`src/rtl/cayde_alu_pkg.sv`:
```
// Shared definitions for the cayde ALU and its two-requester arbiter:
// datapath width, opcode encodings and arbiter FSM states.
package cayde_alu_pkg;

  localparam int XLEN = 32;

  localparam logic [2:0] OP_ADD  = 3'd0;
  localparam logic [2:0] OP_SUB  = 3'd1;
  localparam logic [2:0] OP_XOR  = 3'd2;
  localparam logic [2:0] OP_LAND = 3'd3;
  localparam logic [2:0] OP_LOR  = 3'd4;
  localparam logic [2:0] OP_LNOT = 3'd5;

  typedef enum logic [1:0] {
    ST_IDLE = 2'd0,
    ST_EXEC = 2'd1,
    ST_RESP = 2'd2
  } state_e;

endpackage

```
`src/rtl/cayde_alu.sv`:
```
// Purely combinational cayde ALU; all arithmetic is modulo 2^XLEN and
// unassigned opcodes produce zero.
module cayde_alu
  import cayde_alu_pkg::*;
(
  input  logic [2:0]      op_i,
  input  logic [XLEN-1:0] a_i,
  input  logic [XLEN-1:0] b_i,
  output logic [XLEN-1:0] result_o
);

  logic a_nz_s;
  logic b_nz_s;

  assign a_nz_s = (a_i != {XLEN{1'b0}});
  assign b_nz_s = (b_i != {XLEN{1'b0}});

  // Opcode decode to result
  always_comb begin
    result_o = {XLEN{1'b0}};
    case (op_i)
      OP_ADD:  result_o = a_i + b_i;
      OP_SUB:  result_o = a_i - b_i;
      OP_XOR:  result_o = a_i ^ b_i;
      OP_LAND: result_o = {{(XLEN-1){1'b0}}, a_nz_s & b_nz_s};
      OP_LOR:  result_o = {{(XLEN-1){1'b0}}, a_nz_s | b_nz_s};
      OP_LNOT: result_o = {{(XLEN-1){1'b0}}, ~a_nz_s};
      default: result_o = {XLEN{1'b0}};
    endcase
  end

endmodule

```
`src/rtl/cayde_alu_arbiter.sv`:
```
// Two-requester front end for a single cayde_alu: arbitrates, latches operands,
// runs IDLE->EXEC->RESP and returns a registered result per requester.
module cayde_alu_arbiter
  import cayde_alu_pkg::*;
#(
  parameter int PRIO_FIXED = 0,
  parameter int CNT_W      = 32
) (
  input  logic             clk_i,
  input  logic             rst_i,
  input  logic             req0_valid_i,
  output logic             req0_ready_o,
  input  logic [2:0]       req0_op_i,
  input  logic [XLEN-1:0]  req0_a_i,
  input  logic [XLEN-1:0]  req0_b_i,
  output logic             req0_rsp_valid_o,
  input  logic             req0_rsp_ready_i,
  output logic [XLEN-1:0]  req0_rsp_data_o,
  input  logic             req1_valid_i,
  output logic             req1_ready_o,
  input  logic [2:0]       req1_op_i,
  input  logic [XLEN-1:0]  req1_a_i,
  input  logic [XLEN-1:0]  req1_b_i,
  output logic             req1_rsp_valid_o,
  input  logic             req1_rsp_ready_i,
  output logic [XLEN-1:0]  req1_rsp_data_o,
  output logic             busy_o,
  output logic             grant_o,
  output logic [CNT_W-1:0] ops_done_o
);

  state_e           state_q, state_d;
  logic             grant_q, grant_d;
  logic [2:0]       op_q, op_d;
  logic [XLEN-1:0]  a_q, a_d;
  logic [XLEN-1:0]  b_q, b_d;
  logic             rsp0_valid_q, rsp0_valid_d;
  logic             rsp1_valid_q, rsp1_valid_d;
  logic [XLEN-1:0]  rsp0_data_q, rsp0_data_d;
  logic [XLEN-1:0]  rsp1_data_q, rsp1_data_d;
  logic [CNT_W-1:0] ops_done_q, ops_done_d;

  logic             win_s;
  logic             rsp_take_s;
  logic [XLEN-1:0]  alu_result_s;

  cayde_alu u_alu (
    .op_i     (op_q),
    .a_i      (a_q),
    .b_i      (b_q),
    .result_o (alu_result_s)
  );

  // Winner selection; with both valid, round-robin prefers the one not last granted
  always_comb begin
    if (req0_valid_i && req1_valid_i) begin
      win_s = (PRIO_FIXED != 0) ? 1'b0 : ~grant_q;
    end else if (req1_valid_i) begin
      win_s = 1'b1;
    end else begin
      win_s = 1'b0;
    end
  end

  assign rsp_take_s = grant_q ? (rsp1_valid_q & req1_rsp_ready_i)
                              : (rsp0_valid_q & req0_rsp_ready_i);

  // Next-state, datapath latching and handshake logic
  always_comb begin
    state_d      = state_q;
    grant_d      = grant_q;
    op_d         = op_q;
    a_d          = a_q;
    b_d          = b_q;
    rsp0_valid_d = rsp0_valid_q;
    rsp1_valid_d = rsp1_valid_q;
    rsp0_data_d  = rsp0_data_q;
    rsp1_data_d  = rsp1_data_q;
    ops_done_d   = ops_done_q;
    req0_ready_o = 1'b0;
    req1_ready_o = 1'b0;
    case (state_q)
      ST_IDLE: begin
        if (req0_valid_i || req1_valid_i) begin
          req0_ready_o = ~win_s;
          req1_ready_o = win_s;
          grant_d      = win_s;
          op_d         = win_s ? req1_op_i : req0_op_i;
          a_d          = win_s ? req1_a_i  : req0_a_i;
          b_d          = win_s ? req1_b_i  : req0_b_i;
          state_d      = ST_EXEC;
        end else begin
          state_d = ST_IDLE;
        end
      end
      ST_EXEC: begin
        if (grant_q) begin
          rsp1_data_d  = alu_result_s;
          rsp1_valid_d = 1'b1;
        end else begin
          rsp0_data_d  = alu_result_s;
          rsp0_valid_d = 1'b1;
        end
        state_d = ST_RESP;
      end
      ST_RESP: begin
        if (rsp_take_s) begin
          rsp0_valid_d = 1'b0;
          rsp1_valid_d = 1'b0;
          ops_done_d   = ops_done_q + {{(CNT_W-1){1'b0}}, 1'b1};
          state_d      = ST_IDLE;
        end else begin
          state_d = ST_RESP;
        end
      end
      default: begin
        state_d = ST_IDLE;
      end
    endcase
  end

  // State registers; reset drops any in-flight transaction
  always_ff @(posedge clk_i) begin
    if (rst_i) begin
      state_q      <= ST_IDLE;
      grant_q      <= 1'b1;
      op_q         <= 3'd0;
      a_q          <= {XLEN{1'b0}};
      b_q          <= {XLEN{1'b0}};
      rsp0_valid_q <= 1'b0;
      rsp1_valid_q <= 1'b0;
      rsp0_data_q  <= {XLEN{1'b0}};
      rsp1_data_q  <= {XLEN{1'b0}};
      ops_done_q   <= {CNT_W{1'b0}};
    end else begin
      state_q      <= state_d;
      grant_q      <= grant_d;
      op_q         <= op_d;
      a_q          <= a_d;
      b_q          <= b_d;
      rsp0_valid_q <= rsp0_valid_d;
      rsp1_valid_q <= rsp1_valid_d;
      rsp0_data_q  <= rsp0_data_d;
      rsp1_data_q  <= rsp1_data_d;
      ops_done_q   <= ops_done_d;
    end
  end

  assign req0_rsp_valid_o = rsp0_valid_q;
  assign req1_rsp_valid_o = rsp1_valid_q;
  assign req0_rsp_data_o  = rsp0_data_q;
  assign req1_rsp_data_o  = rsp1_data_q;
  assign busy_o           = (state_q != ST_IDLE);
  assign grant_o          = grant_q;
  assign ops_done_o       = ops_done_q;

endmodule

```
`config.mk`:
```
export PLATFORM = sky130hd
export DESIGN_NAME = cayde_alu_arbiter
export DESIGN_NICKNAME = d
export VERILOG_FILES = /design/src/rtl/cayde_alu_pkg.sv /design/src/rtl/cayde_alu.sv /design/src/rtl/cayde_alu_arbiter.sv
export SDC_FILE = /design/constraint.sdc
export NUM_CORES = 1
export LEC_CHECK = 0
export BUFFER_PORTS_ARGS = -buffer_cell sky130_fd_sc_hd__clkbuf_2
export CORE_MARGIN = 2
export CORE_UTILIZATION = 54
export CTS_BUF_LIST = sky130_fd_sc_hd__clkbuf_8 sky130_fd_sc_hd__clkbuf_16
export DETAILED_ROUTE_END_ITERATION = 8
export HOLD_SLACK_MARGIN = 0.1
export PLACE_DENSITY = 0.82
export SKIP_LAST_GASP = 1
export SLEW_MARGIN = 20
export SYNTH_ARGS = -nofsm -noshare
export SYNTH_HDL_FRONTEND = slang
export SYNTH_SLANG_ARGS = --single-unit
```
`constraint.sdc`:
```
create_clock -name clk_i -period 4.7 [get_ports clk_i]
set_input_delay 0.705 -clock clk_i [delete_from_list [all_inputs] [get_ports clk_i]]
set_output_delay 0.705 -clock clk_i [all_outputs]
set_load 0.005 [all_outputs]
```
* Word level (Yosys, flattened, before mapping) *
Index checks and enable logic that the tools add are counted.

cells by class
  $add $sub $neg = 3
  equality and inequality tests = 10
  mux-type cells = 19
  bitwise operators = 8
  reductions and logical operators = 14

operator list
  kind                                                 number
  one-hot mux 32 bit (6 select lines)                  1
  2-to-1 mux 32 bit                                    2
  nonzero test 32 bit                                  2
  adder 32 x 1 -> 32 bit, second input constant        1
  adder 32 bit                                         1
  subtractor 32 bit                                    1
  XOR 32 bit                                           1
  2-to-1 mux 1 bit                                     11
  AND reduction 2 bit                                  4
  equality test 3 x 2 -> 1 bit, second input constant  2
  equality test 3 bit, second input constant           2
  inequality test 2 bit, second input constant         3
  one-hot mux 2 bit (3 select lines)                   1
  AND reduction 3 bit                                  2
  one-hot mux 1 bit (2 select lines)                   2
  nonzero test 2 bit                                   2
  AND 1 bit                                            3
  equality test 3 x 1 -> 1 bit, second input constant  1
  zero test 3 bit                                      1
  2-to-1 mux 3 bit                                     1
  NOT 1 bit                                            3
  equality test 2 x 1 -> 1 bit, second input constant  1
  equality test 2 bit, second input constant           1
  zero test 2 bit                                      1
  4 further kinds                                      4

word-level totals
  register bits = 168
  input bits = 140
  output and inout bits = 102

* Logic depth before layout (Yosys ltp) *
Gate-level depths: netlist of the first run.

  depth in word-level cells = 5
  mapped depth = 17
  mapped depth without buffers = 16

* Modules after synthesis *
From an unflattened synthesis of the first run, not the netlist that was laid out.

unflattened totals
  cell total of the unflattened synthesis = 1180
  area, all modules = 9635.5 µm²

by module, submodules not included
  module             instances  cells an instance  area an instance (µm²)  sequential area each (µm²)
  cayde_alu_arbiter  1          760                6708.9                  3363.2
  cayde_alu          1          420                2926.6                  0.0

* Least setup slack after synthesis of the first run *
No wires, ideal clock.

  kind = reg-to-reg
  start point = register b_q[6]
  end point = register rsp1_data_q[29], in the netlist req1_rsp_data_o[29]
  setup time = 0.120 ns
  data arrival time = 3.847 ns
  data required time = 4.580 ns
  setup slack = 0.733 ns
  stages on the path, launching flop included = 16
  buffers on the path = 2
  clock period less this slack = 3.967 ns
  cells stage by stage = dfxtp_1 buf_6 or4_4 or3_4 nor2_1 a21oi_1 xnor2_1 ha_1 and3_1 and3_1 clkbuf_1 a221oi_2 a211oi_1 or3_1 and3_1 o31a_1

between the ends
  word-level cells in the longest chain between the ends = 2
  elaborated cells between the ends (all ways) = 3
  those cells by class = 2 x add/sub; 1 x mux

RTL lines
  element                                                   line                              source
  from (decl)                                               cayde_alu_arbiter.sv:36           logic [XLEN-1:0] b_q, b_d;
  from (signal assigned)                                    cayde_alu_arbiter.sv:129          b_q <= {XLEN{1'b0}};
  subtractor 32 bit / adder 32 bit (equally long branches)  cayde_alu.sv:23, cayde_alu.sv:22
  one-hot mux 32 bit (6 select lines) (*)                   cayde_alu.sv:21                   case (op_i)
  to (signal assigned)                                      cayde_alu_arbiter.sv:133          rsp1_data_q <= {XLEN{1'b0}};
  to (signal assigned)                                      cayde_alu_arbiter.sv:144          rsp1_data_q <= rsp1_data_d;
  to (decl)                                                 cayde_alu_arbiter.sv:40           logic [XLEN-1:0] rsp1_data_q, rsp1_data_d;

Mark *: on every way between the ends. The rest lies on a longest branch, timed or not.
A chain may end at the register's enable or synchronous reset.

* Worst setup path after layout of the first run *
  start point = register b_q[2]
  end point = register rsp1_data_q[31], in the netlist req1_rsp_data_o[31]

Same word-level chain as after synthesis.

==> run metrics, run 1 <==
hpwl dp 21800 um; synthesized area per cell 8.31 um2; Hold Fails Final Rpt 0; RR Endpoint req1_rsp_data_o[31]$_SDFFE_PP0P_; ys flop type dfxtp_1; Async SR Flop Fraction 0%; syn_nets 1331; io pins 242; clock share of power 28.5%; cts bufs inserted 17; Post-DRT Antenna Nets 0; # DRC 0; Via density 6.11; Clk Latency, worst-skew pair 0.44 ns; CTS tree done; setup violators final 0; Final Core Density 66.4%; post-CTS setup buffer count 0; vias in the first global route 8592; Die Y 137 um; Slew Viols, Final 0; post_cts resized 0; clock period minus worst slack 4.41 ns; Placer Congestion 1.00; Final nets 1527; port bufs 241; Routed WL per cell 18.0 um; gr ovfl total 0; CTS Buffer Depth 2; final WL 28600 um; hold_buf cts 0; reg2reg path depth 13; LEAKAGE 5.03 nW; Arrival @ worst endpoint 4.68 ns; VDD IR max 0.000293 V; antenna fix cells 0; Mapped Area 9590 um2; Syn. warnings 0; clock-pin slew on the worst setup and hold paths 0.07 ns; starting density of the core 55.4%; DRT iter0 DRCs 938; WP data required 4.97 ns; Int Pwr 2.99 mW; PD cells 420 nW/um2; Critical Setup Path Class flop to flop; number of max-cap violations 0; Flop pwr share 35.2%; period utilisation layout 93.9%; Slew headroom 29.9%; worst hold slack 0.497 ns; Die W 137 um; multiplexer area fraction after synthesis 1.88%; Via Count 9696; CTS Sinks 168; global-route wire length before repair 44500 um; share of cells above drive strength 1 23.0%; #FFs+latches synth 168; complex-gate fraction of the synthesized area 25.6%; Hold Startpoint req1_rsp_data_o[11]$_SDFFE_PP0P_; Peak Freq 227 MHz; hold depth 2; Synth Area in Adders 4.91%; synthesized instance count 1154; main combinational cell family by area after synthesis compound AO/OA/AOI/OAI gates; CTS H-Tree Depth 4; synth unique cells 65; Post-synth EDFFs 0; critical path fanouts, max 7; Worst setup EP type flop; RSZ-0062 raised after global routing no; Slew @ Worst Pin 1.05 ns; GRT Util Overall 30.0%; NetSw 1.83 mW; Synth-to-Final Area Change 19.8%; reg2reg start b_q[2]$_SDFFE_PP0P_; antenna violations before repair 0; Post-Synth XOR/XNOR Area 9.14%; overall power 4.82 mW; die area 18800 um2; Setup Skew 0.00711 ns; sequential area share after synthesis 35.1%; core area 17300 um2; # rows 48; Comb pwr share 36.2%; Hold Crit Class flop to flop; switching part of the total 38.1%; simple-gate share of the synthesized area 19.4%; Fin Setup TNS 0 ns; worst hold endpoint req1_rsp_data_o[11]$_SDFFE_PP0P_; largest net degree at the start of global routing 62; startpoint types flop; Pre-antenna DRT Iters 8; worst reg-to-reg setup slack 0.29 ns; status finished, final reports clean; CTS root buffer clkbuf_16
==> power groups by stage <==
stage	Sequential [mW]	Clock, mW	Combinational [mW]
finish	1.70	1.37	1.75
global route	1.71	1.44	1.91
CTS	1.69	1.39	1.71
detailed placement	1.73	0	1.69
global placement	1.72	0	1.68
floorplan	1.68	0	1.22
==> layout by cell type, fill, tap and decap left out, drive strengths merged, types with 4 or more instances in the layout <==
master      n
clkbuf    257
nor2      201
dfxtp     168
a211oi     74
xor2       61
nand2      59
a21oi      54
a222oi     52
xnor2      39
ha         36
o21ai      36
nor3       24
or3        23
inv        21
a21o       20
nand3      20
mux2i      18
buf        17
and3       14
a22oi      13
a31oi      11
nor4       11
nand4      10
o22ai      10
a311oi      9
and2        9
o31ai       7
or2         7
o211ai      6
o31a        6
nor2b       6
a211o       5
o21a        5
clkinv      5
o41ai       4
o2111ai     4
clkinvlp    4
or4         4
==> cell usage after synthesis (11+ instances only) <==
cell type	instances	area (um2)
xnor2_1	39	342
clkbuf_1	75	282
mux2i_1	18	180
a31oi_1	11	68.8
ha_1	36	450
a21o_1	20	150
nor3_1	23	115
nand3_1	19	95.1
and3_1	14	87.6
or3_1	22	138
a22oi_1	13	97.6
a222oi_1	52	521
o21ai_0	35	175
dfxtp_1	168	3360
nand2_1	59	221
a21oi_1	54	270
nor2_1	201	754
xor2_1	61	534
inv_1	17	63.8
a211oi_1	72	541
==> cells by family (layout without fill, tap and decap cells) <==
kind of cell    Yosys count  after routing
simple gates            401            401
compound gates          333            333
flops                   168            168
xor+xnor                100            100
buf+inv                  97            305
fa+ha+maj                37             37
mux                      18             18
==> per-layer routing <==
| layer | track usage, % | up-vias | wire, um |
|---|---|---|---|
| met3 | 6.14 | 57 | 2440 |
| met1 | 42.5 | 4490 | 12800 |
| met4 | 10.4 | 0 | 685 |
| met5 | 0 | - | 0 |
| met2 | 45.2 | 440 | 12700 |
| li1 | - | 4709 | - |
==> sequential cells by signal, summed over array words and instances (netlist names) <==
name and flops:
a_q 32, b_q 32, grant_o 1, op_q 3
ops_done_o 32, req0_rsp_data_o 32, req0_rsp_valid_o 1, req1_rsp_data_o 32
req1_rsp_valid_o 1, state_q 2
==> critical path, cell delays in order, from the launching register on <==
cell	delay [ns]
dfxtp_1	0.37
or3_1	0.48
or3b_1	0.55
nor4_4	0.57
nor2_1	0.10
xnor2_1	0.15
ha_1	0.39
a21o_1	0.19
a21o_1	0.16
a21oi_1	0.25
a21boi_0	0.40
nor4_1	0.10
a311oi_1	0.40
a211oi_1	0.13
==> per-stage QoR <==
step	instances	setup slack, ns	area [um2]
3_3_place_gp	1556	0.489	10900
6_report	1587	0.288	11500
3_5_place_dp	1556	0.398	10900
4_1_cts	1587	0.387	11500
2_1_floorplan	1154	0.733	9590
5_1_grt	1587	0.105	11500
==> cell type report <==
| cell class | count | area, um2 |
|---|---|---|
| repair buffers | 257 | 1330 |
| inverters | 17 | 63.8 |
| clock buffers | 17 | 425 |
| clock inverters | 14 | 146 |
| flip-flops and latches | 168 | 3360 |
| multi-input cells | 889 | 5880 |
| fillers | 1482 | 5810 |
| well taps | 225 | 282 |
==> how the worst max path moves through the flow <==
stage / startpoint / endpoint / slack [ns] / depth (start not counted)
4_1_cts: b_q[2]$_SDFFE_PP0P_ / req0_rsp_data_o[31]$_SDFFE_PP0P_ / 0.39 / 13
5_1_grt: b_q[2]$_SDFFE_PP0P_ / req1_rsp_data_o[23]$_SDFFE_PP0P_ / 0.11 / 14
2_1_floorplan: b_q[6]$_SDFFE_PP0P_ / req1_rsp_data_o[29]$_SDFFE_PP0P_ / 0.73 / 15
3_3_place_gp: b_q[2]$_SDFFE_PP0P_ / req1_rsp_data_o[25]$_SDFFE_PP0P_ / 0.49 / 15
6_report: b_q[2]$_SDFFE_PP0P_ / req1_rsp_data_o[31]$_SDFFE_PP0P_ / 0.29 / 13
3_5_place_dp: b_q[2]$_SDFFE_PP0P_ / req0_rsp_data_o[31]$_SDFFE_PP0P_ / 0.40 / 13
(Power assumes the default switching activity.)
==> run 2: changes to the inputs <==
Settings changed: RECOVER_POWER from default to 50.
==> run 2 against run 1 <==
- the flow now finishes with violations (max-capacitance violations, max-slew violations)
- global-route usage did not move
- non-clock buffer count unchanged
- wire length up 0.31%
- highest routed layer unchanged
==> run metrics, run 2 (synthesized netlist as in run 1, its figures left out) <==
status complete, but fails checks (was finished, final reports clean); failing checks max-capacitance violations, max-slew violations; Arrival @ worst endpoint 4.66 ns (was 4.68 ns); CTS Sinks 168 (unchanged); Pre-antenna DRT Iters 8 (unchanged); Synth-to-Final Area Change 18.7% (was 19.8%); Hold Fails Final Rpt 0 (unchanged); Final nets 1527 (unchanged); share of cells above drive strength 1 17.3% (was 23.0%); antenna violations before repair 0 (unchanged); gr ovfl total 0 (unchanged); Int Pwr 2.97 mW (was 2.99 mW); CTS root buffer clkbuf_16 (unchanged); hold_buf cts 0 (unchanged); # DRC 0 (unchanged); most frequent cells in the layout nor2_1, dfxtp_1, clkbuf_2 (was clkbuf_2, nor2_1, dfxtp_1); antenna fix cells 0 (unchanged); clock period minus worst slack 4.38 ns (was 4.41 ns); Via density 6.14 (was 6.11); Peak Freq 228 MHz (was 227 MHz); startpoint types flop (unchanged); Die W 137 um (unchanged); Slew @ Worst Pin 2.38 ns (was 1.05 ns); WP data required 4.98 ns (was 4.97 ns); LEAKAGE 4.77 nW (was 5.03 nW); core area 17300 um2 (unchanged); Flop pwr share 35.3% (was 35.2%); vias in the first global route 8592 (unchanged); CTS tree done (unchanged); GRT Util Overall 30.0% (unchanged); critical path fanouts, max 7 (unchanged); Routed WL per cell 18.1 um (was 18.0 um); Comb pwr share 36.0% (was 36.2%); global-route wire length before repair 44500 um (unchanged); Hold Crit Class flop to flop (unchanged); Setup Skew 0.00986 ns (was 0.00711 ns); most common library cell in the layout ignoring fill and taps nor2_1 (was clkbuf_2); switching part of the total 38.2% (was 38.1%); Slew headroom -58.7% (was 29.9%); # rows 48 (unchanged); post-CTS setup buffer count 0 (unchanged); DRT iter0 DRCs 970 (was 938); Fin Setup TNS 0 ns (unchanged); number of max-cap violations 1 (was 0); hpwl dp 21800 um (unchanged); final WL 28700 um (was 28600 um); Worst setup EP type flop (unchanged); die area 18800 um2 (unchanged); PD cells 423 nW/um2 (was 420 nW/um2); largest net degree at the start of global routing 62 (unchanged); Post-DRT Antenna Nets 0 (unchanged); CTS Buffer Depth 2 (unchanged); Clk Latency, worst-skew pair 0.44 ns (about the same); clock share of power 28.6% (was 28.5%); Placer Congestion 1.00 (unchanged); port bufs 241 (unchanged); clock-pin slew on the worst setup and hold paths 0.07 ns (about the same); io pins 242 (unchanged); post_cts resized 0 (unchanged); period utilisation layout 93.2% (was 93.9%); Die Y 137 um (unchanged); setup violators final 0 (unchanged); NetSw 1.84 mW (was 1.83 mW); VDD IR max 0.000293 V (about the same); Critical Setup Path Class flop to flop (unchanged); Via Count 9748 (was 9696); cts bufs inserted 17 (unchanged); worst hold slack 0.498 ns (was 0.497 ns); Slew Viols, Final 55 (was 0); CTS H-Tree Depth 4 (unchanged); starting density of the core 55.4% (unchanged); RSZ-0062 raised after global routing no (unchanged)
-- run 2: cell type report --
cell class                      count  area, um2
Clock buffer                       17        425
Clock inverter                     14        146
Fill cell                        1527       5920
Inverter                           17       63.8
Multi-Input combinational cell    889       5860
Sequential cell                   168       3360
Tap cell                          225        282
Timing Repair Buffer              257       1230
-- run 2: metal layers --
metal	routed length (um)	GRT usage [%]	up-vias	part of all wire, %
met1	12900	42.5	4525	45
met4	676	10.4	0	2.4
met2	12700	45.2	461	44
met3	2450	6.14	59	8.5
li1	-	-	4703	-
met5	0	0	-	0
-- run 2: power groups by stage --
stage / sequential (mW) / clock [mW] / combinational, mW
floorplan: 1.68 / 0 / 1.22
global placement: 1.72 / 0 / 1.68
detailed placement: 1.73 / 0 / 1.69
CTS: 1.69 / 1.39 / 1.71
global route: 1.71 / 1.44 / 1.90
finish: 1.70 / 1.38 / 1.73
-- run 2: worst paths after layout --
| path | startpoint | end | slack (ns) | cells after the start |
|---|---|---|---|---|
| min reg2reg | req1_rsp_data_o[9]$_SDFFE_PP0P_ | req1_rsp_data_o[9]$_SDFFE_PP0P_ | 0.50 | 2 |
| max | b_q[2]$_SDFFE_PP0P_ | req0_rsp_data_o[31]$_SDFFE_PP0P_ | 0.32 | 13 |
| max reg2reg | b_q[2]$_SDFFE_PP0P_ | req0_rsp_data_o[31]$_SDFFE_PP0P_ | 0.32 | 13 |
| min | req1_rsp_data_o[9]$_SDFFE_PP0P_ | req1_rsp_data_o[9]$_SDFFE_PP0P_ | 0.50 | 2 |
-- run 2: through the flow --
step / setup slack [ns] / util [%] / power (mW) / cell area, um2 / instances
final: 0.318 / 65.8 / 4.81 / 11400 / 1587
after global routing: 0.105 / 65.8 / 5.05 / 11400 / 1587
after CTS: 0.387 / 66.4 / 4.79 / 11500 / 1587
after detailed placement: 0.398 / 63.1 / 3.42 / 10900 / 1556
after global placement: 0.489 / 63.1 / 3.40 / 10900 / 1556
after floorplan: 0.733 / - / 2.90 / 9590 / 1154
-- run 2: critical path: stages, from the launching register on --
cell and delay, ns:
dfxtp_1 0.37, or3_1 0.48, or3b_1 0.55, nor4_4 0.57, nor2_1 0.10, xnor2_1 0.15
ha_1 0.39, a21o_1 0.19, a21o_1 0.16, a21oi_1 0.26, a21boi_0 0.38, nor4_1 0.10
a311oi_1 0.39, a211oi_1 0.15
==> run 3: changes to the inputs <==
==> constraint.sdc (replaced) <==
create_clock -name clk_i -period 4.7 [get_ports clk_i]
set_input_delay 0.94 -clock clk_i [delete_from_list [all_inputs] [get_ports clk_i]]
set_output_delay 0.94 -clock clk_i [all_outputs]
set_load 0.005 [all_outputs]
==> run 3 against run 2 <==
- the run ends with design-rule violations, max-capacitance violations, max-slew violations left
- via count decreased by 0.26%
- core utilization grew 0.26 points
- sequential share of layout area down 0.12 points
- global-route usage increased by 0.83 points
- clock skew up 0.0018 ns
- wire length up 2.9%
- critical endpoint is now req1_rsp_data_o[29]$_SDFFE_PP0P_
==> run metrics, run 3 (synthesized netlist as in run 1, its figures left out) <==
cell mode on critical path and3_1 (was a21o_1); Synth-to-Final Area Change 19.1% (was 18.7%); most common library cell in the layout ignoring fill and taps nor2_1 (unchanged); Critical Setup Path Class flop to flop (unchanged); CTS root buffer clkbuf_16 (unchanged); core area 17300 um2 (unchanged); # DRC 3 (was 0); Via density 6.12 (was 6.14); status complete, but fails checks (unchanged); post_cts resized 0 (unchanged); Placer Congestion 1.04 (was 1.00); global-route wire length before repair 45800 um (was 44500 um); final std cells w/o fill 1588 (was 1587); gr ovfl total 0 (unchanged); PD cells 428 nW/um2 (was 423 nW/um2); Die Y 137 um (unchanged); WP data required 5.03 ns (was 4.98 ns); Peak Freq 230 MHz (was 228 MHz); Final Core Density 66.0% (was 65.8%); CTS tree done (unchanged); Slew Viols, Final 86 (was 55); Final nets 1527 (unchanged); Setup Skew 0.0116 ns (was 0.00986 ns); Placed Cells 1556 (unchanged); antenna violations before repair 0 (unchanged); share of cells above drive strength 1 16.9% (was 17.3%); Fin Setup TNS 0 ns (unchanged); VDD IR max 0.000293 V (about the same); CTS H-Tree Depth 4 (unchanged); hpwl dp 21900 um (was 21800 um); CTS Buffer Depth 2 (unchanged); CP max stage delay 0.60 ns (was 0.57 ns); Routed WL per cell 18.6 um (was 18.1 um); setup violators final 0 (unchanged); critical path fanouts, max 8 (was 7); Slew headroom -60.5% (was -58.7%); Die W 137 um (unchanged); CP max stage cell or4_4 (was nor4_4); Hold Crit Class flop to flop (unchanged); die area 18800 um2 (unchanged); Via Count 9723 (was 9748); antenna fix cells 0 (unchanged); crit-path cells or4_4, nor3_2, nand2_1, o21ai_0, xor2_1, ha_1, and3_1, and3_1, nand3_1, a21o_1, a211oi_1, o211ai_1, and3_1, o31a_1 (was or3_1, or3b_1, nor4_4, nor2_1, xnor2_1, ha_1, a21o_1, a21o_1, a21oi_1, a21boi_0, nor4_1, a311oi_1, a211oi_1); hold_buf cts 0 (unchanged); GRT Util Overall 30.8% (was 30.0%); port bufs 241 (unchanged); most frequent cells in the layout nor2_1, dfxtp_1, clkbuf_2 (unchanged); clock period minus worst slack 4.34 ns (was 4.38 ns); Hold Fails Final Rpt 0 (unchanged); final WL 29500 um (was 28700 um); starting density of the core 55.4% (unchanged); cts bufs inserted 17 (unchanged); LEAKAGE 4.79 nW (was 4.77 nW); CTS Sinks 168 (unchanged); clock-pin slew on the worst setup and hold paths 0.07 ns (about the same); number of max-cap violations 2 (was 1); Slew @ Worst Pin 2.41 ns (was 2.38 ns); post-CTS setup buffer count 0 (unchanged); worst hold slack 0.499 ns (was 0.498 ns); Worst setup EP type flop (unchanged); Post-DRT Antenna Nets 0 (unchanged); RSZ-0062 raised after global routing no (unchanged); # rows 48 (unchanged); largest net degree at the start of global routing 86 (was 62); io pins 242 (unchanged); failing checks design-rule violations, max-capacitance violations, max-slew violations (was max-capacitance violations, max-slew violations); Clk Latency, worst-skew pair 0.44 ns (about the same); startpoint types flop (unchanged); DRT iter0 DRCs 990 (was 970); period utilisation layout 92.4% (was 93.2%); Pre-antenna DRT Iters 9 (was 8); Arrival @ worst endpoint 4.67 ns (was 4.66 ns); vias in the first global route 8782 (was 8592)
==> run 3: cell count changes in the layout (fill, tap and decap cells not counted), moves of 2 or more <==
cell,previous run,this run
inv_6,4,2
buf_4,16,14
buf_12,0,2
inv_8,0,3
clkbuf_2,164,160
clkbuf_1,76,80
==> run 3: cell type report <==
type                    count  area (um2)
repair buffers            257        1250
flip-flops and latches    168        3360
clock inverters            15         173
multi-input cells         889        5860
well taps                 225         282
fillers                  1474        5880
clock buffers              17         425
inverters                  17        63.8
==> run 3: critical path: cells and delay by family (launching register included) <==
kind	cells	cell delay, ns
and+or+nand+nor	7	1.89
adders and majority gates	1	0.44
AOI/OAI and AO/OA	5	1.40
xor gates and xnor gates	1	0.11
DFF	1	0.39
==> run 3: worst paths after layout <==
check / from / end / slack (ns) / cells past startpoint
hold / removal: req1_rsp_data_o[9]$_SDFFE_PP0P_ / req1_rsp_data_o[9]$_SDFFE_PP0P_ / 0.50 / 2
hold reg to reg: req1_rsp_data_o[9]$_SDFFE_PP0P_ / req1_rsp_data_o[9]$_SDFFE_PP0P_ / 0.50 / 2
setup reg to reg: b_q[6]$_SDFFE_PP0P_ / req1_rsp_data_o[29]$_SDFFE_PP0P_ / 0.36 / 14
setup / recovery: b_q[6]$_SDFFE_PP0P_ / req1_rsp_data_o[29]$_SDFFE_PP0P_ / 0.36 / 14
==> run 3: through the flow <==
step	cell area, um2	worst slack (ns)	total power, mW
4_1_cts	11500	0.402	4.86
3_3_place_gp	10900	0.498	3.41
5_1_grt	11400	0.0250	5.14
6_report	11400	0.356	4.89
3_5_place_dp	10900	0.426	3.43
2_1_floorplan	9590	0.733	2.90
==> run 3: power by group <==
| group | internal [mW] | total (mW) | switching, mW | leakage, nW |
|---|---|---|---|---|
| clock | 0.797 | 1.44 | 0.644 | 0.290 |
| sequential | 1.55 | 1.70 | 0.149 | 1.37 |
| combinational | 0.691 | 1.75 | 1.06 | 3.12 |
| total | 3.04 | 4.89 | 1.85 | 4.79 |
==> run 3: per-layer routing <==
metal,up-vias,GRT usage [%],part of all wire [%]
met5,-,0,0
met4,0,9.39,2.3
met1,4527,43.9,46
li1,4704,-,-
met2,435,47.0,44
met3,57,6.00,8.1
